File: src/rtl/ifu_prefetch.sv
`default_nettype none
// +-----------------------------------------------------------------------------+
// | Module   : ifu_prefetch                                                     |
// | Purpose  : Instruction prefetch unit with credit-based in-order fetch queue  |
// | Revision : 1.0  initial release                                             |
// +-----------------------------------------------------------------------------+
module ifu_prefetch #(
  parameter int PC_W    = 32,
  parameter int INSTR_W = 32,
  parameter int DEPTH   = 4,
  parameter int MAX_OUT = 2
) (
  input  logic               clk,
  input  logic               rst,
  input  logic [PC_W-1:0]    pc_rtvec,
  output logic               ifu_req_valid,
  input  logic               ifu_req_ready,
  output logic [PC_W-1:0]    ifu_req_pc,
  input  logic               ifu_rsp_valid,
  output logic               ifu_rsp_ready,
  input  logic [INSTR_W-1:0] ifu_rsp_instr,
  output logic               ifu_o_valid,
  input  logic               ifu_o_ready,
  output logic [INSTR_W-1:0] ifu_o_ir,
  output logic [PC_W-1:0]    ifu_o_pc,
  output logic [4:0]         ifu_o_rs1idx,
  output logic [4:0]         ifu_o_rs2idx,
  input  logic               redirect_valid,
  input  logic [PC_W-1:0]    redirect_pc
);

  localparam int AW = (DEPTH > 1) ? $clog2(DEPTH) : 1;
  localparam int CW = $clog2(DEPTH + 1);
  localparam int OW = $clog2(MAX_OUT + 1);

  localparam logic [OW-1:0] c_max_out = OW'(MAX_OUT);
  localparam logic [CW:0]   c_depth   = (CW + 1)'(DEPTH);
  localparam logic [PC_W-1:0] c_pc_step = PC_W'(4);

  logic [PC_W-1:0]    r_fetch_pc;
  logic [PC_W-1:0]    r_rsp_pc;
  logic [CW-1:0]      r_count;
  logic [OW-1:0]      r_out;
  logic [OW-1:0]      r_drop;
  logic               r_boot;
  logic [AW-1:0]      r_wptr;
  logic [AW-1:0]      r_rptr;
  logic [INSTR_W-1:0] r_q_ir [DEPTH];
  logic [PC_W-1:0]    r_q_pc [DEPTH];

  logic               w_req_fire;
  logic               w_rsp_fire;
  logic               w_push;
  logic               w_pop;
  logic [CW:0]        w_reserved;
  logic [OW-1:0]      w_out_nxt;

  // Requests are only issued while a queue slot is reserved for every in-flight fetch.
  assign w_reserved    = (CW + 1)'(r_count) + (CW + 1)'(r_out);
  assign ifu_req_valid = !r_boot && !redirect_valid && (r_out < c_max_out) && (w_reserved < c_depth);
  assign ifu_req_pc    = r_fetch_pc;
  assign ifu_rsp_ready = (r_out != '0);
  assign ifu_o_valid   = (r_count != '0);
  assign ifu_o_ir      = ifu_o_valid ? r_q_ir[r_rptr] : '0;
  assign ifu_o_pc      = ifu_o_valid ? r_q_pc[r_rptr] : '0;
  assign ifu_o_rs1idx  = ifu_o_ir[19:15];
  assign ifu_o_rs2idx  = ifu_o_ir[24:20];

  assign w_req_fire = ifu_req_valid && ifu_req_ready;
  assign w_rsp_fire = ifu_rsp_valid && ifu_rsp_ready;
  assign w_push     = w_rsp_fire && (r_drop == '0) && !redirect_valid;
  assign w_pop      = ifu_o_valid && ifu_o_ready && !redirect_valid;
  assign w_out_nxt  = r_out + OW'(w_req_fire) - OW'(w_rsp_fire);

  always_ff @(posedge clk or negedge rst) begin
    if (!rst) begin
      r_fetch_pc <= '0;
      r_rsp_pc   <= '0;
      r_count    <= '0;
      r_out      <= '0;
      r_drop     <= '0;
      r_boot     <= 1'b1;
      r_wptr     <= '0;
      r_rptr     <= '0;
    end else if (redirect_valid) begin
      // Every request still in flight after this edge belongs to the old stream.
      r_fetch_pc <= redirect_pc;
      r_rsp_pc   <= redirect_pc;
      r_count    <= '0;
      r_out      <= w_out_nxt;
      r_drop     <= r_out - OW'(w_rsp_fire);
      r_boot     <= 1'b0;
      r_wptr     <= '0;
      r_rptr     <= '0;
    end else if (r_boot) begin
      r_fetch_pc <= pc_rtvec;
      r_rsp_pc   <= pc_rtvec;
      r_boot     <= 1'b0;
    end else begin
      if (w_req_fire) begin
        r_fetch_pc <= r_fetch_pc + c_pc_step;
      end
      r_out <= w_out_nxt;
      if (w_rsp_fire && (r_drop != '0)) begin
        r_drop <= r_drop - OW'(1);
      end
      if (w_push) begin
        r_wptr   <= r_wptr + AW'(1);
        r_rsp_pc <= r_rsp_pc + c_pc_step;
      end
      if (w_pop) begin
        r_rptr <= r_rptr + AW'(1);
      end
      r_count <= r_count + CW'(w_push) - CW'(w_pop);
    end
  end

  always_ff @(posedge clk) begin
    if (w_push) begin
      r_q_ir[r_wptr] <= ifu_rsp_instr;
      r_q_pc[r_wptr] <= r_rsp_pc;
    end
  end

endmodule
`default_nettype wire

File: config.mk
export PLATFORM = sky130hd
export DESIGN_NAME = ifu_prefetch
export DESIGN_NICKNAME = d
export VERILOG_FILES = /design/src/rtl/ifu_prefetch.sv
export SDC_FILE = /design/constraint.sdc
export NUM_CORES = 1
export LEC_CHECK = 0
export CELL_PAD_IN_SITES_DETAIL_PLACEMENT = 0
export CELL_PAD_IN_SITES_GLOBAL_PLACEMENT = 1
export CORE_MARGIN = 1.5
export CORE_UTILIZATION = 45
export CTS_CLUSTER_DIAMETER = 150
export DETAILED_ROUTE_END_ITERATION = 8
export PLACE_DENSITY_LB_ADDON = 0.1
export SETUP_SLACK_MARGIN = 0.5
export SLEW_MARGIN = 20
export SYNTH_ARGS = -nofsm -noshare
export SYNTH_HDL_FRONTEND = slang
export SYNTH_SLANG_ARGS = --single-unit
File: constraint.sdc
create_clock -name clk -period 6.45 [get_ports clk]
set_clock_uncertainty 0.05 [all_clocks]
set_input_delay 0.9675 -clock clk [delete_from_list [all_inputs] [get_ports clk]]
set_output_delay 0.9675 -clock clk [all_outputs]
set_load 0.05 [all_outputs]
=== Word-level counts from Yosys, hierarchy flattened ===
Memories as Yosys holds them, arrays and structs flattened.
Cells that the tools add are included.

* Register bits: 76
* Bits in writable memories: 256
* Input port bits: 102
* Output and inout port bits: 109
* Word-level logic and storage cells: 71
* Memories kept: 2

{| class="wikitable"
|+ Memory list
! name !! words !! width !! read ports !! clocked after Yosys merged registers in !! write ports !! RTL line !! RTL
|-
| r_q_ir || 4 || 32 || 1 || 0 || 1 || 48 || <nowiki>logic [INSTR_W-1:0] r_q_ir [DEPTH];</nowiki>
|-
| r_q_pc || 4 || 32 || 1 || 0 || 1 || 49 || <nowiki>logic [PC_W-1:0] r_q_pc [DEPTH];</nowiki>
|}

* $add $sub $neg: 11
* $lt $le $gt $ge: 2
* Equality and inequality tests: 1
* Multiplexer cells: 23
* Reductions and logical operators: 24

{| class="wikitable"
|+ Operators with widths
! cell !! count
|-
| 2-to-1 mux 32 bit || 8
|-
| adder 32 x 3 -> 32 bit, second input constant || 2
|-
| 2-to-1 mux 2 bit || 11
|-
| logical AND 1 bit || 10
|-
| nonzero test 2 bit || 5
|-
| nonzero test 3 bit || 3
|-
| 2-to-1 mux 3 bit || 2
|-
| AND reduction 2 bit || 3
|-
| adder 2 x 1 -> 2 bit, second input constant || 2
|-
| adder 3 x 2 -> 4 bit || 1
|-
| less-than comparator 4 x 3 -> 1 bit, second input constant || 1
|-
| subtractor 2 x 1 -> 2 bit || 2
|-
| adder 3 x 1 -> 3 bit || 1
|-
| subtractor 3 x 1 -> 3 bit || 1
|-
| adder 2 x 1 -> 2 bit || 1
|-
| zero test 1 bit || 2
|-
| zero test 2 bit || 1
|-
| less-than comparator 2 bit, second input constant || 1
|-
| 2-to-1 mux 1 bit || 2
|-
| != test 2 bit, second input constant || 1
|-
| subtractor 2 x 1 -> 2 bit, second input constant || 1
|}

=== Longest topological paths before layout ===
Gate-level depths: netlist (run 1).

* Depth in word-level cells: 9
* Depth in mapped cells: 14
* Mapped depth without buffers: 13

=== Worst setup path before layout (run 1) ===
OpenSTA, ideal clock, no wires.

* Path kind: input-to-reg
* Start: input redirect_valid
* End: memory r_q_ir[0][0] (enable)
* Library setup time: 429 ps
* Arrival: 3212 ps
* Data required time: 5971 ps
* Slack: 2759 ps
* Cell stages on the path: 5
* Buffers on the path: 3
* Path through: buf_2 -> clkbuf_1 -> buf_2 -> nor2_1 -> and2_1

* Longest elaborated chain between the ends: 4

{| class="wikitable"
|+ Ends and longest elaborated chain
! what !! RTL line !! RTL
|-
| start, declared || 28 || <nowiki>input logic redirect_valid,</nowiki>
|-
| zero test 1 bit || 71 || <nowiki>assign w_push = w_rsp_fire && (r_drop == '0) && !redirect_valid;</nowiki>
|-
| logical AND 1 bit || 71 ||
|-
| 2-to-1 mux 1 bit || 119 || <nowiki>if (w_push) begin</nowiki>
|-
| 2-to-1 mux 1 bit (implied by the code) || 120 || <nowiki>r_q_ir[r_wptr] <= ifu_rsp_instr;</nowiki>
|-
| end, declared || 48 ||
|}

No other way between the ends.

=== Final worst setup path (run 1) ===
* Start: register r_rptr[1]
* End: output ifu_o_ir[26]

* Longest elaborated chain between the ends: 2

{| class="wikitable"
|+ Ends and longest elaborated chain
! what !! RTL line !! RTL
|-
| start, declared || 47 || <nowiki>logic [AW-1:0] r_rptr;</nowiki>
|-
| start signal, assigned || 112 || <nowiki>r_rptr <= r_rptr + AW'(1);</nowiki>
|-
| memory (4 x 32 bit) || n/a ||
|-
| 2-to-1 mux 32 bit || 64 || <nowiki>assign ifu_o_ir = ifu_o_valid ? r_q_ir[r_rptr] : '0;</nowiki>
|-
| end, declared || 24 || <nowiki>output logic [INSTR_W-1:0] ifu_o_ir,</nowiki>
|}

No other way between the ends.

==> key figures, run 1 <==
Logic synthesis
  – Synth cell types: 61
  – Post-Synthesis Cells: 991
  – Syn_area_per_cell: 14.7 um^2
  – Fraction of registers with async set/reset: 22.4%
  – Seq/Total Area, Yosys: 65.6%
  – Number of synthesized flops with an enable pin: 256
  – Yosys warns: 0
  – Leading area contributor after synthesis: edfxtp_1
  – Largest cells by area after synthesis: edfxtp_1 53%, dfrtp_1 13%, mux4_2 9.9%
  – Top-area cell type share of the netlist area: 52.9%
  – Flip-flop and latch count after synthesis: 330
  – Synth Net Count: 1107
  – Mapped cell area: 14500 um^2
  – Synth Flop Type: edfxtp_1

Floorplan
  – Rows: 65
  – Num ports: 211
  – Die height: 183 um
  – Core area: 31700 um^2
  – Die Width: 183 um
  – Starting Density: 45.8%
  – Area of the die: 33400 um^2

Clock network
  – Number of buffers created by CTS: 36
  – Hold-fix buffers, CTS: 0
  – Deepest clock path buffer count: 3
  – H-tree lvl count: 2
  – Clk root buf: clkbuf_16
  – Clk slew on worst S/H paths: 0.06 ns
  – Clk Latency, worst-skew pair: 0.51 ns
  – Post-CTS Setup Bufs: 0
  – # resized after CTS: 0
  – Clock Sinks: 330
  – TritonCTS clock tree: yes

Timing
  – TNS Setup: 0 ns
  – Final period util: 67.3%
  – Slew HR: 29.6%
  – Final Max Slew Viols: 0
  – Final setup fails: 0
  – Final hold vios: 0
  – Fin crit period: 4.34 ns
  – RSZ-0062 raised after global routing: no
  – Slew @ Worst Pin: 1.05 ns
  – Max Clk Rate: 230 MHz

Setup path
  – Worst Setup SP: r_rptr[1]$_DFFE_PN0P_
  – RR Startpoint: r_drop[0]$_DFFE_PN0P_
  – Worst Path Buf+Inv: 2
  – Worst Path Required: 5.43 ns
  – WP data arrival: 3.32 ns
  – Top delay family on crit path: buffers and inverters
  – Setup slack, reg-to-reg: 3.45 ns
  – Max Fanout on Critical Path: 38
  – Worst r2r path cells: 6
  – CP Depth: 4
  – RR Endpoint: r_q_ir[3][2]$_DFFE_PP_
  – Critical path, cell by cell: buf_4 -> mux4_2 -> and2_1 -> clkdlybuf4s50_1
  – Slowest-stage cell, CP: dfrtp_2
  – CP max stage delay: 0.99 ns
  – WS Path Type: flip-flop to output pin
  – Setup crit end kind: output pin
  – Startpoint Class: flip-flop

Placement
  – Dpl hpwl: 20800 um
  – Port bufs: 210
  – Post-DP Area: 16900 um^2
  – GP Congestion: 0.806

Power
  – Worst VDD drop: 163 uV
  – P_leak: 6.20 nW
  – Power density over cell area: 297 nW/um^2

Flow run
  – Max-Cap Viols: 0

Drt
  – Via density: 5.67
  – Drt total wl: 33000 um
  – DRC viols: 0
  – Drt wl/cell: 20.4 um
  – Post-route antenna net violation count: 0
  – Via total after detailed routing: 9143
  – Detailed Route Iter0 Violations: 464
  – Drt pass-1 iters: 5

Global routing
  – Gr ovfl total: 0
  – First-pass GRT wire length: 52600 um
  – Gr usage total: 20.3%
  – Initial antenna violation count: 0
  – Largest net degree at the start of global routing: 66
  – Vias in the first global route: 9369

Layout
  – Area growth syn-to-layout: 24.4%
  – Antenna cells: 0
  – Final #Nets: 1302
  – Layout cell share with drive strength beyond 1: 13.5%
  – Design Area, Final: 18100 um^2

Outcome
  – Outcome: finished clean

Hold path
  – Hold Path Class: input pin to async pin
[cell families after synthesis]
family	share of synthesized area, %
flops	65.6
xor+xnor	0.783
buf+inv	2.78
compound gates	9.44
fa+ha+maj	1.26
simple gates	9.90
mux	10.2
other cells	0.0258
[where the power goes]
group / switching (W) / total (W) / internal, W / leakage (nW)
combinational: 0.000508 / 0.000833 / 0.000325 / 2.36
clock: 0.000803 / 0.00200 / 0.00120 / 0.569
sequential: 0.000127 / 0.00254 / 0.00241 / 3.27
total: 0.00144 / 0.00538 / 0.00394 / 6.20
[flip-flops by register name, indices dropped and copies added (netlist names), 3 cells and up]
| register | count |
|---|---|
| ifu_req_pc | 31 |
| r_q_pc | 128 |
| r_rsp_pc | 31 |
| r_q_ir | 128 |
| r_count | 3 |
[Yosys cell counts (all sizes together), types with 13 or more instances]
library cell  number
nand4             15
inv               21
and3              14
nand2             52
nor2              36
o31ai             16
buf               41
mux4              64
nand3             29
o21ai             46
clkbuf            25
edfxtp           256
a22oi             25
dfrtp             73
and2              74
a21oi             84
ha                13
[how the worst max path moves through the flow]
stage	endpoint	slack (ns)
after floorplan	r_q_ir[0][0]$_DFFE_PP_	2.76
after global placement	r_q_ir[2][21]$_DFFE_PP_	2.58
after detailed placement	r_q_ir[2][21]$_DFFE_PP_	2.53
after CTS	ifu_o_ir[26]	2.06
after global routing	ifu_o_pc[9]	1.97
final	ifu_o_ir[26]	2.11
[area by class of cell]
cell class	count	area [um^2]
fillers	2535	13600
multi-input cells	574	4610
flip-flops and latches	330	9550
repair buffers	223	2190
clock inverters	19	174
clock buffers	44	982
well taps	402	503
inverters	21	78.8
[metrics by stage]
| step | cells | utilization [%] | hold slack, ns | power [W] | worst slack [ns] |
|---|---|---|---|---|---|
| 2_1_floorplan | 991 | - | 0.425 | 0.00310 | 2.76 |
| 3_3_place_gp | 1550 | 53.4 | 0.485 | 0.00341 | 2.58 |
| 3_5_place_dp | 1550 | 53.4 | 0.485 | 0.00342 | 2.53 |
| 4_1_cts | 1613 | 57.0 | 0.227 | 0.00543 | 2.06 |
| 5_1_grt | 1613 | 57.0 | 0.234 | 0.00559 | 1.97 |
| 6_report | 1613 | 57.0 | 0.239 | 0.00538 | 2.11 |
[layout by cell type, fill, tap and decap left out, types with 6 or more instances in the layout]
cell type / count
o21ai_0: 45
and4_1: 8
clkdlybuf4s50_1: 208
and2_1: 70
nor2_1: 35
xnor2_1: 10
buf_4: 14
a211oi_1: 6
ha_1: 13
mux4_2: 64
dfrtp_1: 71
o31ai_1: 16
edfxtp_1: 256
a21oi_1: 84
nor3_1: 8
nand4_1: 12
nand3_1: 29
clkinv_2: 10
and3_1: 13
nand2_1: 51
clkbuf_16: 37
a2bb2oi_1: 9
a22oi_1: 25
inv_1: 21
nand2b_1: 7
[per-layer routing]
layer  part of all wire, %  wire length, um  vias to the layer above  GRT usage [%]
li1                      -                -                     4228              -
met1                    46            15100                     4593           29.1
met2                    47            15500                      281           32.6
met3                   5.9             1930                       41           3.55
met4                   1.5              479                        0           4.36
met5                     0                0                        -              0
No activity file was read; power rests on OpenSTA's default activity.
==> inputs of run 2 (changes only) <==
clock period = 4 ns   (was 6.45 ns; I/O delays follow)
==> key figures, run 2 (same netlist as run 1, synthesis figures left out) <==
Outcome
  – Outcome: finished clean

Setup path
  – Worst Path Buf+Inv: 2 (unchanged)
  – WS Path Type: flip-flop to output pin
  – Setup crit end kind: output pin
  – CP max stage delay: 0.70 ns (-0.29 ns)
  – Worst Path Required: 3.35 ns (-2.08 ns)
  – WP data arrival: 2.75 ns (-0.57 ns)
  – CP Capture Point: ifu_o_pc[26]
  – RR Startpoint: r_drop[0]$_DFFE_PN0P_
  – Max Fanout on Critical Path: 20 (-47%)
  – Top delay family on crit path: buffers and inverters
  – Worst r2r path cells: 13 (+7)
  – Startpoint Class: flip-flop
  – Setup slack, reg-to-reg: 1.35 ns (-2.10 ns)
  – RR Endpoint: r_count[2]$_DFFE_PN0P_
  – Critical path, cell by cell: buf_12 -> mux4_2 -> and2_1 -> clkdlybuf4s50_1
  – Worst Setup SP: r_rptr[0]$_DFFE_PN0P_
  – CP Depth: 4 (unchanged)
  – Slowest-stage cell, CP: clkdlybuf4s50_1

Placement
  – Port bufs: 210 (unchanged)
  – Dpl cells: 1558 (+0.52%)
  – Dpl hpwl: 20800 um (about the same)
  – GP Congestion: 0.840 (+4.3%)

Layout
  – Non-Filler Instances: 1623 (+0.62%)
  – Layout cell share with drive strength beyond 1: 13.7% (+0.22 points)
  – Final #Nets: 1310 (+0.61%)
  – Commonest non-fill, non-tap cell in the layout: edfxtp_1
  – Antenna cells: 0 (unchanged)
  – Area growth syn-to-layout: 25.5%
  – Top Registers: r_q_ir (128), r_q_pc (128)
  – Fill count: 2587 (+2.1%)
  – Fin util: 57.5% (+0.54 points)
  – Most frequent cells in the layout: 256 x edfxtp_1, 153 x clkdlybuf4s50_1, 84 x a21oi_1

Power
  – Power density over cell area: 469 nW/um^2 (+58%)
  – Worst VDD drop: 274 uV (+68%)
  – P_leak: 6.96 nW (+12%)

Floorplan
  – Area of the die: 33400 um^2 (unchanged)
  – Core area: 31700 um^2 (unchanged)
  – Rows: 65 (unchanged)
  – Die Width: 183 um (unchanged)
  – Die height: 183 um (unchanged)
  – Starting Density: 45.8% (unchanged)
  – Num ports: 211 (unchanged)

Drt
  – Via density: 5.59 (-1.3%)
  – Via total after detailed routing: 9076 (-0.73%)
  – Drt pass-1 iters: 4 (-1)
  – DRC viols: 0 (unchanged)
  – Detailed Route Iter0 Violations: 620 (+34%)
  – Drt total wl: 32400 um (-1.8%)
  – Drt wl/cell: 20.0 um (-2.4%)
  – Post-route antenna net violation count: 0 (unchanged)

Clock network
  – Clk slew on worst S/H paths: 0.06 ns (about the same)
  – Clk root buf: clkbuf_16
  – Number of buffers created by CTS: 36 (unchanged)
  – Clk Latency, worst-skew pair: 0.51 ns (about the same)
  – Post-CTS Setup Bufs: 0 (unchanged)
  – Deepest clock path buffer count: 3 (unchanged)
  – H-tree lvl count: 2 (unchanged)
  – Hold-fix buffers, CTS: 0 (unchanged)
  – TritonCTS clock tree: yes
  – Clock Sinks: 330 (unchanged)

Timing
  – Final hold vios: 0 (unchanged)
  – Final Max Slew Viols: 0 (unchanged)
  – Slew @ Worst Pin: 0.746 ns (-0.306 ns)
  – Fin crit period: 3.40 ns
  – Max Clk Rate: 294 MHz
  – TNS Setup: 0 ns (unchanged)
  – Final setup fails: 0 (unchanged)
  – Final period util: 85.0%
  – Final hold slack: 0.111 ns (-0.128 ns)
  – RSZ-0062 raised after global routing: no
  – Slew HR: 50.3% (+21 points)

Global routing
  – Largest net degree at the start of global routing: 66 (unchanged)
  – First-pass GRT wire length: 50800 um (-3.4%)
  – Initial antenna violation count: 0 (unchanged)
  – Gr ovfl total: 0 (unchanged)
  – Vias in the first global route: 9018 (-3.7%)
  – Gr usage total: 19.6% (-0.62 points)

Flow run
  – Max-Cap Viols: 0 (unchanged)

Hold path
  – Hold Path Class: input pin to async pin
run 2: report_power, final:
group	internal (W)	total [W]	switching [W]	leakage [nW]
logic	0.000534	0.00136	0.000823	3.15
registers	0.00389	0.00409	0.000204	3.27
clock network	0.00183	0.00311	0.00128	0.547
total	0.00625	0.00856	0.00231	6.96
run 2: how the worst min path moves through the flow:
stage,depth (start not counted),from,slack [ns],to
final,1,rst,0.11,r_drop[0]$_DFFE_PN0P_
after global routing,1,rst,0.16,ifu_req_pc[6]$_DFFE_PN0P_
after CTS,1,rst,0.13,ifu_req_pc[7]$_DFFE_PN0P_
after detailed placement,2,r_drop[1]$_DFFE_PN0P_,0.50,r_drop[1]$_DFFE_PN0P_
after global placement,0,r_rsp_pc[17]$_DFFE_PN0P_,0.49,r_q_pc[1][17]$_DFFE_PP_
after floorplan,0,rst,0.25,ifu_req_pc[10]$_DFFE_PN0P_
run 2: repair_timing:
action | CTS | global route
endpoints found under the hold margin | 0 | 0
endpoints found under the setup margin | 74 | 34
gates resized for setup | 22 | 34
run 2: layer usage:
metal  vias up  track usage (%)  routed length (um)
li1       4261                -                   -
met4         0             4.17                 444
met5         -                0                   0
met3        41             3.61                1650
met1      4519             27.6               15100
met2       255             32.2               15200
run 2: worst reg2reg max path: stages (launching register included):
cell,delay (ns)
dfrtp_1,0.38
inv_1,0.06
ha_1,0.23
o211ai_4,0.10
nor2_1,0.20
inv_1,0.07
ha_1,0.27
inv_1,0.05
ha_1,0.12
inv_1,0.05
fa_1,0.37
xnor2_1,0.14
or3_1,0.31
a21oi_1,0.16
run 2: cell type report:
cell class                 instances  area (um^2)  area share [%]
tap                              402          503            2.76
clock inverter                    21          164           0.898
clock buffer                      44          952            5.22
sequential                       330         9550            52.3
inverter                          21         78.8           0.432
timing repair buffer             231         2400            13.1
multi-input combinational        574         4610            25.3
run 2: stage by stage:
step                      power, W  area [um^2]  setup WS, ns
final                      0.00856        18300         0.599
after floorplan            0.00500        14500         0.677
after global placement     0.00552        17100         0.911
after global routing       0.00891        18300         0.501
after CTS                  0.00866        18200         0.510
after detailed placement   0.00554        17100         0.840
